$ cat src/rtl/poly_sub_ctrl.sv
// Sequencer for one c = a - b mod q pass through the shared two-stage subtract unit.
// Define POLY_SUB_CTRL_PERF_CNT_EN to add the stall_cnt performance counter output.
module poly_sub_ctrl #(
  parameter int unsigned N       = 1024,
  parameter int unsigned ADDR_W  = 10,
  parameter int unsigned RD_LAT  = 1,
  parameter int unsigned SUB_LAT = 2
) (
  input  logic              clk,
  input  logic              rst_n,
  input  logic              start,
  input  logic              stall,
  output logic              busy,
  output logic              done,
  output logic              rd_en,
  output logic [ADDR_W-1:0] rd_addr,
  output logic              sub_en,
  output logic              wr_en,
  output logic [ADDR_W-1:0] wr_addr
`ifdef POLY_SUB_CTRL_PERF_CNT_EN
  ,
  output logic [15:0]       stall_cnt
`endif
);

  localparam int unsigned       L       = RD_LAT + SUB_LAT;
  localparam logic [ADDR_W-1:0] LastIdx = ADDR_W'(N - 1);

  typedef enum logic [1:0] {StIdle, StRun, StDrain, StDone} state_e;

  state_e            state_q, state_d;
  logic              busy_q, busy_d;
  logic              done_q, done_d;
  logic [ADDR_W-1:0] cnt_q, cnt_d;
  logic [L-1:0]      vld_q, vld_d;
  logic [ADDR_W-1:0] idx_q [L];
  logic [ADDR_W-1:0] idx_d [L];

  logic accept;
  logic issue;
  logic last_wr;

  assign accept  = (state_q == StIdle) & start;
  assign issue   = (state_q == StRun) & ~stall;
  assign last_wr = wr_en & (idx_q[L-1] == LastIdx);

  assign busy    = busy_q;
  assign done    = done_q;
  assign rd_en   = issue;
  assign rd_addr = cnt_q;
  // The unit and the token pipeline freeze together, so operand data stays aligned.
  assign sub_en  = busy_q & ~stall;
  assign wr_en   = vld_q[L-1] & ~stall;
  assign wr_addr = idx_q[L-1];

  always_comb begin
    state_d = state_q;
    busy_d  = busy_q;
    done_d  = 1'b0;
    cnt_d   = cnt_q;
    unique case (state_q)
      StIdle: begin
        if (accept) begin
          state_d = StRun;
          busy_d  = 1'b1;
          cnt_d   = '0;
        end
      end
      StRun: begin
        if (issue) begin
          if (cnt_q == LastIdx) begin
            cnt_d   = '0;
            state_d = StDrain;
          end else begin
            cnt_d = cnt_q + ADDR_W'(1);
          end
        end
      end
      StDrain: begin
        if (last_wr) begin
          state_d = StDone;
          busy_d  = 1'b0;
          done_d  = 1'b1;
        end
      end
      StDone: begin
        state_d = StIdle;
      end
      default: begin
        state_d = StIdle;
        busy_d  = 1'b0;
      end
    endcase
  end

  always_comb begin
    vld_d = vld_q;
    idx_d = idx_q;
    if (!stall) begin
      vld_d[0] = issue;
      idx_d[0] = cnt_q;
      for (int unsigned i = 1; i < L; i++) begin
        vld_d[i] = vld_q[i-1];
        idx_d[i] = idx_q[i-1];
      end
    end
  end

  always_ff @(posedge clk or negedge rst_n) begin
    if (!rst_n) begin
      state_q <= StIdle;
      busy_q  <= 1'b0;
      done_q  <= 1'b0;
      cnt_q   <= '0;
      vld_q   <= '0;
      for (int unsigned i = 0; i < L; i++) begin
        idx_q[i] <= '0;
      end
    end else begin
      state_q <= state_d;
      busy_q  <= busy_d;
      done_q  <= done_d;
      cnt_q   <= cnt_d;
      vld_q   <= vld_d;
      for (int unsigned i = 0; i < L; i++) begin
        idx_q[i] <= idx_d[i];
      end
    end
  end

`ifdef POLY_SUB_CTRL_PERF_CNT_EN
  logic [15:0] stall_cnt_q, stall_cnt_d;

  always_comb begin
    stall_cnt_d = stall_cnt_q;
    if (accept) begin
      stall_cnt_d = '0;
    end else if (busy_q && stall && (stall_cnt_q != 16'hFFFF)) begin
      stall_cnt_d = stall_cnt_q + 16'd1;
    end
  end

  always_ff @(posedge clk or negedge rst_n) begin
    if (!rst_n) begin
      stall_cnt_q <= '0;
    end else begin
      stall_cnt_q <= stall_cnt_d;
    end
  end

  assign stall_cnt = stall_cnt_q;
`endif

endmodule

$ cat config.mk
export PLATFORM = sky130hd
export DESIGN_NAME = poly_sub_ctrl
export DESIGN_NICKNAME = d
export VERILOG_FILES = /design/src/rtl/poly_sub_ctrl.sv
export SDC_FILE = /design/constraint.sdc
export NUM_CORES = 1
export LEC_CHECK = 0
export BUFFER_PORTS_ARGS = -buffer_cell sky130_fd_sc_hd__buf_2
export CORE_MARGIN = 10
export CORE_UTILIZATION = 45
export DETAILED_ROUTE_END_ITERATION = 7
export GPL_TIMING_DRIVEN = 1
export PLACE_DENSITY = 0.61
export SLEW_MARGIN = 5
export SYNTH_ARGS = -nofsm -noshare
export SYNTH_HDL_FRONTEND = slang
export SYNTH_SLANG_ARGS = --single-unit
$ cat constraint.sdc
create_clock -name clk -period 2.5 [get_ports clk]
set_clock_uncertainty 0.15 [all_clocks]
set_input_delay 0.125 -clock clk [delete_from_list [all_inputs] [get_ports clk]]
set_output_delay 0.125 -clock clk [all_outputs]
set_load 0.05 [all_outputs]
Word-level counts from Yosys, hierarchy flattened
Cells that the tools add are included.
Storage, ports and cells
  register bits after elaboration: 47
  bits of input ports: 4
Cells by class
  equal/unequal tests: 9
  bitwise gates (word level): 6
  add/sub/neg operators: 1
  mux-type cells: 14
  reduce and logical (&&, ||, !) cells: 6
Operator list (number)
  10-bit 2-to-1 mux: 3
  10-bit equality test, second input constant: 2
  10-bit one-hot mux with 2 select lines: 1
  10-bit by 1-bit adder with 10-bit output, second input constant: 1
  2-bit 2-to-1 mux: 4
  2-bit one-hot mux with 4 select lines: 1
  2-bit != test, second input constant: 3
  3-bit AND reduction: 2
  1-bit AND: 5
  2-bit equality test, second input constant: 2
  1-bit 2-to-1 mux: 4
  4-bit AND reduction: 1
  2-bit nonzero test: 2
  2-bit by 1-bit equality test with 1-bit output, second input constant: 1
  2-bit logical NOT: 1
  2-bit by 1-bit != test with 1-bit output, second input constant: 1
  1-bit one-hot mux with 2 select lines: 1
  1-bit inverter: 1

Logic depth before layout (Yosys ltp)
  word-level depth: 5
  gate-level depth with buffers: 7
  depth with buffers taken out: 6

Least setup slack after synthesis
OpenSTA, ideal clock, no wires.
  path kind: register to register
  start point: reg cnt_q[0] (netlist: rd_addr[0])
  end point: reg state_q[1]
  required time: 2.225 ns
  data arrival time: 1.820 ns
  path slack: 0.405 ns
  stages on the path, launching flop included: 6
  period minus slack after synthesis: 2.095 ns
  cells stage by stage: dfrtp_1 -> ha_1 -> nand3_1 -> o31ai_1 -> o211a_1 -> mux2_2
On the way
  word-level cells in the longest chain between the ends: 3
RTL lines
  start, declared: RTL line 34  | logic [ADDR_W-1:0] cnt_q, cnt_d;
  start signal, assigned: RTL line 123  | cnt_q <= cnt_d;
  10-bit equality test: RTL line 71  | if (cnt_q == LastIdx) begin
  2-bit by 1-bit != test with 1-bit output (no source line)
  4-bit AND reduction (no source line)
  end signal, assigned: RTL line 111  | state_q <= StIdle;
  end signal, assigned: RTL line 120  | state_q <= state_d;
  end, declared: RTL line 31  | state_e state_q, state_d;
No other way between the ends.
A chain may end at the register's enable or synchronous reset.

Final worst setup path
  start point: reg state_q[1]
  end point: reg cnt_q[8] (netlist: rd_addr[8])
On the way
  word-level cells in the longest chain between the ends: 4
  elaborated cells on any way between the ends: 9
  classes of those cells: 3 x eq/ne; 1 x mux; 2 x bitwise; 3 x reduce/logical
RTL lines (RTL line)
  2-bit by 1-bit equality test with 1-bit output / 2-bit logical NOT (equally long branches): 44, 61, 43
  1-bit AND (on tied branches): 44, 43
  2-bit != test (no source line)
  3-bit AND reduction (no source line)
Parallel ways exist; a longest one is shown, timed or not.

==> flow_metrics.py <==
metrics = {
    "status": {
        "outcome": "completed",
    },
    "detailed_routing": {
        "avgViaCountPerCell": 5.44,
        "drt_iter0_markers": 86,
        "ant_nets": 0,
        "drcViolationCount": 0,
        "wl_microns": 3920,
        "dr.pass1.iters": 4,
        "vias": 1355,
        "wl_per_cell_microns": 15.7,
    },
    "clock_tree": {
        "insertion_delay_ns": 0.29,
        "cts_sinks": 47,
        "htreeDepth": 2,
        "path_clk_slew_ns": 0.09,
        "cts_tree": "yes",
        "clockRootBuffer": "clkbuf_8",
        "clock_path_buffers": 2,
        "cts_buffers": 5,
    },
    "setup_path": {
        "startpoint": "state_q[1]$_DFFE_PN0P_",
        "endpoint_kind": "flop",
        "worstSetupPathType": "flop to flop",
        "cp-start-kind": "flop",
        "required_ns": 2.57,
        "reg2reg_slack_ns": 0.46,
        "cpPeakStageDelay_ns": 0.55,
        "crit_fanout": 11,
        "reg2reg_depth": 6,
        "path_cells": "inv_1, ha_1, or2_2, nand3_2, or4_1, a21oi_1",
        "r2r_start": "state_q[1]$_DFFE_PN0P_",
        "crit_slowest_cell": "or4_1",
        "arrival_ns": 2.11,
    },
    "global_route": {
        "grt_antenna_before_repair": 0,
        "grt_max_degree": 48,
        "grt_pass1_wl_microns": 6550,
        "first_global_vias": 1381,
        "overflow": 0,
        "grt_usage_pct": 10.5,
    },
    "power_and_ir_drop": {
        "powerDensity_nw_per_um2": 937,
        "total_leakage_power_nw": 1.20,
        "peakVddDrop_mv": 0.541,
    },
    "min_path": {
        "worstHoldStart": "start",
        "hold_class": "input port to flop",
        "hold_depth": 4,
    },
    "yosys": {
        "yosysTopAreaCellShare_pct": 55.4,
        "syn_area_per_cell_sq_um": 12.3,
        "synth-compound-area-share_pct": 7.13,
        "synthSimpleGateAreaFrac_pct": 11.1,
        "synth_cells": 173,
        "synth_top_family_by_area": "multiplexers",
        "yosys.area_share.adder_pct": 2.95,
        "ys_types": 37,
        "ys_seq_elements": 47,
        "synth_top_area_cell": "dfrtp_1",
        "ys_warn_count": 0,
        "synthMuxAreaShare_pct": 16.9,
        "synth_xor_area_share_pct": 0.412,
        "ys_top_cells_by_area": "dfrtp_1 55%, mux2_2 16%, buf_4 3.5%",
        "synth_area_sq_um": 2120,
        "syn-num-nets": 182,
        "seq_area_frac_synth_pct": 55.4,
    },
    "timing": {
        "slew_headroom_pct": 32.8,
        "max_freq_mhz": 491,
        "worst_slack_ns": 0.463,
        "fin_crit_ns": 2.04,
        "tightestPinTransition_ns": 1.01,
        "maxSlewViolCount": 0,
        "fin_setup_tns_ns": 0,
        "setup_viol": 0,
        "rsz0062_at_grt": "false",
        "finalHoldViolations": 0,
        "period_share_pct": 81.5,
    },
    "placed_design": {
        "place.gp.congestion": 0.769,
        "io_buffer_count": 28,
        "hpwl_microns": 2900,
        "pre_cts_ws_ns": 0.486,
    },
    "floorplan": {
        "core_area_sq_um": 4470,
        "dieHeight_microns": 88.7,
        "die_area_sq_um": 7870,
        "num_rows": 24,
        "die_x_microns": 88.7,
        "io-pin-count": 29,
        "initial_utilization_pct": 47.5,
    },
    "finish": {
        "final_common_cell": "dfrtp_1",
        "diodes": 0,
        "layout_common_cells": "47 x dfrtp_1, 31 x mux2_2, 28 x buf_2, 12 x nand2_1, 8 x o21ai_0",
        "layout.nets": 205,
        "area_delta_synth_final_pct": 11.6,
        "layout-drive-gt1-share_pct": 36.5,
    },
    "run": {
        "drv_cap": 0,
    },
}
-- state kept, by name, indices dropped and copies added (netlist names) --
signal and flops:
idx_q 20, rd_addr 10, state_q 2, wr_addr 10, busy 1, done 1, vld_q 3
-- area by class of cell --
cell class                 count  area [sq um]
clock buffer                   6          82.6
clock inverter                 2          35.0
fill                         402          2100
inverter                       7          26.3
multi-input combinational    104           817
sequential                    47          1180
tap                           52          65.1
timing repair buffer          31           168
-- critical path: cells and delay by family (launching register included) --
family,cells,cell delay [ns]
compound gates,1,0.15
flops,1,0.40
fa+ha+maj,1,0.26
buf+inv,1,0.10
simple gates,3,0.91
-- report_power, final --
group | internal [W] | switching [W]
combinational | 0.000242 | 0.000445
sequential | 0.000881 | 0.0000892
clock | 0.000324 | 0.000240
-- metrics by stage --
stage	instances	util (%)	total power, W	instance area [sq um]	hold slack (ns)
global placement	239	49.9	0.00165	2230	0.193
CTS	249	53.0	0.00224	2370	0.00370
floorplan	173	-	0.00156	2120	-0.321
global route	249	53.0	0.00236	2370	0.0670
finish	249	53.0	0.00222	2370	0.0132
detailed placement	239	49.9	0.00168	2230	0.215
-- kinds of logic after synthesis --
kind of cell,Yosys count
buffers and inverters,22
XOR/XNOR,1
flip-flops,47
multiplexers,32
AO/OA/AOI/OAI,23
adder cells (fa/ha/maj),5
AND/OR/NAND/NOR,43
-- final timing paths --
check,endpoint
setup / recovery,rd_addr[8]$_DFFE_PN0P_
hold / removal,busy$_DFFE_PN0P_
min in group asynchronous,idx_q[15]$_DFFE_PN0N_
hold reg to reg,idx_q[26]$_DFFE_PN0N_
max in group asynchronous,rd_addr[3]$_DFFE_PN0P_
setup reg to reg,rd_addr[8]$_DFFE_PN0P_
-- routing by layer --
metal	up-vias	GRT usage, %	share of wire, %
met5	-	0	0
met4	0	3.38	0.66
met3	4	3.95	6.6
met2	31	16.6	48
met1	668	13.0	45
li1	652	-	-
-- synthesized netlist by cell type, drive strengths merged --
cell type / count
buf: 14
mux2: 31
o211a: 1
nand2b: 1
ha: 5
a21oi: 6
and3: 1
mux2i: 1
o21ai: 8
nand4b: 1
o31a: 2
o32a: 1
or4: 2
nand3: 4
inv: 7
or2: 1
a32o: 1
nand4: 4
xnor2: 1
o31ai: 3
nor3: 2
dfrtp: 47
nand2: 12
clkbuf: 1
and4: 1
a21o: 1
or3: 3
nor2: 5
nor2b: 3
nor4: 2
and2: 1
-- what timing repair did --
item | in CTS | in global routing
hold endpoints to repair | 48 | 0
buffers inserted | 0 | 0
gates resized for setup | 0 | 0
hold buffers | 2 | 0
setup endpoints to repair | 0 | 0
No activity file was read; power rests on OpenSTA's default activity.
